**config.mk**
```make
export PLATFORM = sky130hd
export DESIGN_NAME = pipeline_mem_arbiter
export DESIGN_NICKNAME = d
export VERILOG_FILES = /design/src/rtl/pipeline_mem_pkg.sv /design/src/rtl/arbiter_starve_counter.sv /design/src/rtl/pipeline_mem_arbiter.sv
export SDC_FILE = /design/constraint.sdc
export NUM_CORES = 1
export LEC_CHECK = 0
export BUFFER_PORTS_ARGS = -buffer_cell sky130_fd_sc_hd__buf_2
export CORE_AREA = 3 3 116 118
export CTS_CLUSTER_SIZE = 20
export DETAILED_ROUTE_END_ITERATION = 7
export DIE_AREA = 0 0 119 121
export HOLD_SLACK_MARGIN = 0.1
export PLACE_DENSITY_LB_ADDON = 0.2
export RECOVER_POWER = 100
export SYNTH_ARGS = -nofsm -noshare
export SYNTH_HDL_FRONTEND = slang
export SYNTH_SLANG_ARGS = --single-unit
```
**constraint.sdc**
```tcl
create_clock -name clock -period 2.35 [get_ports clock]
set_input_delay 0.3525 -clock clock [delete_from_list [all_inputs] [get_ports clock]]
set_output_delay 0.3525 -clock clock [all_outputs]
set_load 0.01 [all_outputs]
```
**src/rtl/pipeline_mem_pkg.sv**
```systemverilog
// Shared types and constants for the pipeline memory arbiter.
package pipeline_mem_pkg;

    // Arbiter FSM states: idle/arbitrate, fetch on bus, data op on bus, response pulse
    typedef enum logic [1:0] {
        IDLE   = 2'd0,
        BUSY_I = 2'd1,
        BUSY_D = 2'd2,
        RESP   = 2'd3
    } arb_state_t;

    // Fetches always move a full word
    localparam logic [2:0] FETCH_FORMAT = 3'b010;

    // True while a transaction owns the memory bus
    function automatic logic is_busy(arb_state_t s);
        return (s == BUSY_I) || (s == BUSY_D);
    endfunction

endpackage

```
**src/rtl/arbiter_starve_counter.sv**
```systemverilog
// Counts consecutive data grants that overtook a pending fetch; saturates at STARVE_LIMIT.
module arbiter_starve_counter #(
    parameter int STARVE_LIMIT = 4
) (
    input  logic clock,
    input  logic reset,
    input  logic inc,
    input  logic clr,
    output logic saturated
);
    localparam int CNT_W = $clog2(STARVE_LIMIT + 1);

    logic [CNT_W-1:0] count_reg;

    assign saturated = (count_reg == CNT_W'(STARVE_LIMIT));

    // Clear has priority; increment stops once the limit is reached
    always_ff @(posedge clock or negedge reset) begin
        if (!reset) begin
            count_reg <= '0;
        end else if (clr) begin
            count_reg <= '0;
        end else if (inc && !saturated) begin
            count_reg <= count_reg + CNT_W'(1);
        end
    end

endmodule

```
**src/rtl/pipeline_mem_arbiter.sv**
```systemverilog
// Shares one variable-latency memory bus between instruction fetch and data access.
// Data wins arbitration unless fetch has been overtaken STARVE_LIMIT times in a row.
module pipeline_mem_arbiter
    import pipeline_mem_pkg::*;
#(
    parameter int STARVE_LIMIT = 4
) (
    input  logic        clock,
    input  logic        reset,
    input  logic        flush,
    input  logic        inst_req,
    input  logic [31:0] inst_addr,
    output logic [31:0] inst_data,
    output logic        inst_available,
    input  logic        data_read_enable,
    input  logic        data_write_enable,
    input  logic [31:0] data_addr,
    input  logic [31:0] data_write_data,
    input  logic [2:0]  data_format,
    output logic [31:0] data_read_data,
    output logic        data_available,
    output logic        bus_req,
    output logic        bus_write,
    output logic [31:0] bus_addr,
    output logic [31:0] bus_wdata,
    output logic [2:0]  bus_format,
    input  logic        bus_ready,
    input  logic [31:0] bus_rdata
);

    arb_state_t state_reg;
    arb_state_t state_next;
    logic       drop_reg;
    logic       resp_is_data_reg;

    logic in_idle;
    logic data_pending;
    logic grant_data;
    logic grant_inst;
    logic starve_inc;
    logic starve_clr;
    logic starve_saturated;

    assign in_idle      = (state_reg == IDLE);
    assign data_pending = data_read_enable | data_write_enable;
    // Data is the older instruction, so it wins unless fetch is starved
    assign grant_data   = in_idle & data_pending & ~(inst_req & starve_saturated);
    // A redirect this cycle makes the presented fetch address stale
    assign grant_inst   = in_idle & ~grant_data & inst_req & ~flush;
    assign starve_inc   = grant_data & inst_req;
    assign starve_clr   = grant_inst | (in_idle & ~inst_req);

    arbiter_starve_counter #(
        .STARVE_LIMIT(STARVE_LIMIT)
    ) u_starve (
        .clock     (clock),
        .reset     (reset),
        .inc       (starve_inc),
        .clr       (starve_clr),
        .saturated (starve_saturated)
    );

    // State register
    always_ff @(posedge clock or negedge reset) begin
        if (!reset) begin
            state_reg <= IDLE;
        end else begin
            state_reg <= state_next;
        end
    end

    // Next-state logic
    always_comb begin
        state_next = state_reg;
        case (state_reg)
            IDLE: begin
                if (grant_data) begin
                    state_next = BUSY_D;
                end else if (grant_inst) begin
                    state_next = BUSY_I;
                end
            end
            BUSY_D: begin
                if (bus_ready) begin
                    state_next = RESP;
                end
            end
            BUSY_I: begin
                // A fetch redirected while in flight completes silently
                if (bus_ready) begin
                    state_next = (drop_reg | flush) ? IDLE : RESP;
                end
            end
            RESP: begin
                state_next = IDLE;
            end
            default: begin
                state_next = IDLE;
            end
        endcase
    end

    // Outputs decoded from the current state
    always_comb begin
        bus_req        = is_busy(state_reg);
        inst_available = 1'b0;
        data_available = 1'b0;
        if (state_reg == RESP) begin
            data_available = resp_is_data_reg;
            inst_available = ~resp_is_data_reg;
        end
    end

    // Bus register set: loaded on grant, held stable for the whole transaction
    always_ff @(posedge clock or negedge reset) begin
        if (!reset) begin
            bus_write        <= 1'b0;
            bus_addr         <= '0;
            bus_wdata        <= '0;
            bus_format       <= '0;
            resp_is_data_reg <= 1'b0;
        end else if (grant_data) begin
            // Read and write together is treated as a store
            bus_write        <= data_write_enable;
            bus_addr         <= data_addr;
            bus_wdata        <= data_write_data;
            bus_format       <= data_format;
            resp_is_data_reg <= 1'b1;
        end else if (grant_inst) begin
            bus_write        <= 1'b0;
            bus_addr         <= inst_addr;
            bus_wdata        <= '0;
            bus_format       <= FETCH_FORMAT;
            resp_is_data_reg <= 1'b0;
        end
    end

    // Drop flag remembers a flush seen during an in-flight fetch
    always_ff @(posedge clock or negedge reset) begin
        if (!reset) begin
            drop_reg <= 1'b0;
        end else if ((state_reg == BUSY_I) && !bus_ready) begin
            drop_reg <= drop_reg | flush;
        end else begin
            drop_reg <= 1'b0;
        end
    end

    // Response registers: hold the last delivered fetch word and load result
    always_ff @(posedge clock or negedge reset) begin
        if (!reset) begin
            inst_data      <= '0;
            data_read_data <= '0;
        end else if (bus_ready) begin
            if ((state_reg == BUSY_I) && !drop_reg && !flush) begin
                inst_data <= bus_rdata;
            end
            if ((state_reg == BUSY_D) && !bus_write) begin
                data_read_data <= bus_rdata;
            end
        end
    end

endmodule

```
==> flow_summary.yaml <==
run_status:
  outcome: "finished clean"
cts:
  cts-root-buf: "clkbuf_16"
  clock_sinks: 139
  max-clock-path-buffers: 2
  worst_setup_hold_path_clk_slew_ps: 60
  tritoncts_buffers: 17
  clkLatencyLatePin_ps: 410
  tritoncts_clock_tree: "done"
  cts_setup_buffers: 0
  post_cts_resized: 0
  cts.htree.levels: 4
sta:
  final_report_max_slew_violation_count: 0
  maxSlewHeadroom_pct: 5.12
  period_needed_ps: 2070
  fin_skew_ps: 6.10
  worstMarginPinSlew_ps: 1420
  post-route-period-util_pct: 87.9
  rsz0062_at_grt: "no"
  setup-tns-final_ps: 0
  timing.final.hold_violations: 0
  report.final.setup_viol: 0
  max_freq_ghz: 0.484
grt:
  grt_busiest_layer: "met2"
  globalRouteMet1Util_pct: 25.2
  grt_overflow: 0
  grt_util_met3_pct: 5.87
  grtUsageTotal_pct: 20.7
  grt_pass1_vias: 4656
  grt_util_met2_pct: 34.7
  number_of_antenna_violations_at_the_first_check_in_global_routing: 0
  grt_start_max_net_pins: 95
  grt_first_pass_wirelength_um: 23500
synthesis:
  synth.ff_latch_count: 139
  yosysWarnings: 0
  proportion_of_synthesized_chip_area_in_sequential_cells_pct: 59.6
  synthesis.nets: 626
  synth_edf_count: 0
  postSynthCellCount: 481
  synth_top_area_share_pct: 59.6
  synth-main-ff-cell: "dfrtp_1"
  synthesized_cell_area_um2: 5830
  netlist-cell-type-count: 31
  synth_top_cell_by_area: "dfrtp_1"
  post_synth_main_area_contributors: "dfrtp_1 (60%), mux2_2 (12%), nand2_1 (6.8%)"
  syn-mean-instance-area_um2: 12.1
  async_flop_share_pct: 100
drt:
  routedWlPerCell_um: 15.6
  drt-pass1-iter-count: 4
  postRouteWirelength_um: 14600
  remaining_drc_errors: 0
  drt-vias-per-instance: 4.83
  detail-route-antenna-nets: 0
  drt_first_iter_violations: 252
  routed-via-count: 4533
worst_hold_path:
  hp-class: "in -> reg"
  whs_path_depth: 3
  hp-start: "data_write_data[28]"
  hold_path_end: "bus_wdata[28]"
power:
  seq_power_share_pct: 39.3
  cellLeakagePower_nw: 3.73
  netSwitchingFraction_pct: 36.1
  vdd_drop_max_mv: 0.566
  combPwrFrac_pct: 36.7
  p_per_area_nw_per_um2: 1390
  netSwitchingPower_w: 0.00386
  pwr-share-clk_pct: 24.1
  internal-power_w: 0.00683
floorplan:
  design.die.area_um2: 14400
  initial_utilization_pct: 46.4
  placement_rows: 41
  chipWidth_um: 119
  ioPinCount: 273
  floorplan.core_area_um2: 12600
  die_height_um: 121
place:
  detailed_placement_hpwl_um: 10700
  globalplace.congestion: 0.780
  port_buffers: 272
  post-place-cells: 906
critical_path:
  worst-endpoint-required_ps: 2640
  library_cell_contributing_the_largest_single_delay_on_the_critical_path: "buf_2"
  crit_chain: "inv_1 -> ha_1 -> and3_1 -> buf_2 -> mux2_2"
  worst_ep_arrival_time_ps: 2360
  critical_path.endpoint_type: "register"
  cp-start-kind: "register"
  cp_max_fo: 32
  worstReg2RegStart: "state_reg[1]"
  timing.setup.critical_path_class: "reg -> reg"
  setup.reg_to_reg.worst_slack_ps: 280
  worst-r2r-cell-count: 5
  critical_path.reg2reg.endpoint: "inst_data[8]"
  critical-path-max-stage-delay_ps: 610
finish:
  final_core_utilization_pct: 61.4
  post_route_non_filler_standard_cell_count: 938
  filler_cell_count: 1101
  syn_to_final_growth_pct: 32.3
  antennaDiodeCount: 0
  final_nets: 899
  layout_commonest_cell: "dfrtp_1"
  layout_common_cells: "dfrtp_1 (139), buf_2 (137), clkbuf_1 (136), nand2_1 (106), o21ai_0 (70)"
  final_layout_size_suffix_gt1_share_pct: 32.1
run:
  cap_violations: 0
==> critical path, delay by kind of cell, from the launching register on <==
kind                     cells  cell delay (ps)
buffers and inverters        2              730
multiplexers                 1              420
flip-flops                   1              410
adder cells (fa/ha/maj)      1              210
AND/OR/NAND/NOR              1              160
==> power groups by stage <==
stage / logic [W] / registers, W / clock network [W]
final: 0.00392 / 0.00420 / 0.00257
after global routing: 0.00436 / 0.00436 / 0.00275
after CTS: 0.00436 / 0.00416 / 0.00263
after detailed placement: 0.00436 / 0.00418 / 0
after global placement: 0.00423 / 0.00413 / 0
after floorplan: 0.00206 / 0.00469 / 0
==> metal layers <==
layer | part of all wire, % | vias to the layer above
met1 | 40 | 2167
met4 | 1.8 | 0
met2 | 51 | 166
li1 | - | 2179
met5 | 0 | -
met3 | 6.6 | 21
==> stage by stage <==
stage	total power [W]	setup WS, ps	instance area (µm²)	hold WS, ps
5_1_grt	0.0115	107	7720	133
3_3_place_gp	0.00835	521	7340	338
2_1_floorplan	0.00675	680	5830	56.9
6_report	0.0107	284	7720	142
4_1_cts	0.0112	395	7930	120
3_5_place_dp	0.00854	416	7340	350
==> worst max path at each step <==
stage            startpoint                    end  slack, ps  depth (start not counted)
4_1_cts        state_reg[0]           bus_addr[19]        400                          6
2_1_floorplan  state_reg[0]           state_reg[0]        680                          7
3_3_place_gp   state_reg[0]           bus_addr[20]        520                          6
3_5_place_dp   state_reg[1]          bus_wdata[10]        420                          6
5_1_grt        state_reg[1]  u_starve.count_reg[2]        110                          7
6_report       state_reg[1]           inst_data[8]        280                          5
==> cell usage after synthesis, types with 3 or more instances <==
cell type / number
o21ai_0: 51
buf_6: 12
mux2_2: 62
nand2_1: 105
clkbuf_1: 6
dfrtp_1: 139
o21ai_1: 18
buf_4: 3
clkbuf_2: 3
nor2_1: 3
inv_1: 6
ha_1: 7
a21oi_1: 5
mux2i_1: 33
buf_2: 6
==> cell families (layout without fill, tap and decap cells) <==
| group | Yosys count | count (layout) | share of synthesized area, % |
|---|---|---|---|
| buffers and inverters | 36 | 321 | 4.25 |
| AO/OA/AOI/OAI | 82 | 82 | 7.94 |
| AND/OR/NAND/NOR | 116 | 116 | 7.85 |
| flip-flops | 139 | 139 | 59.6 |
| XOR/XNOR | 2 | 2 | 0.300 |
| adder cells (fa/ha/maj) | 7 | 7 | 1.50 |
| multiplexers | 99 | 99 | 18.5 |
==> what timing repair did <==
item	in CTS	in global routing
endpoints found under the hold margin	52	0
hold buffers	1	0
endpoints found under the setup margin	0	0
==> layout make-up <==
class,count,area (µm²),area share (%)
flip-flops and latches,139,3480,45.1
inverters,6,22.5,0.292
repair buffers,284,1320,17.2
clock buffers,19,453,5.87
multi-input cells,306,2100,27.2
well taps,172,215,2.79
clock inverters,12,124,1.61
No activity file was read; power rests on OpenSTA's default activity.
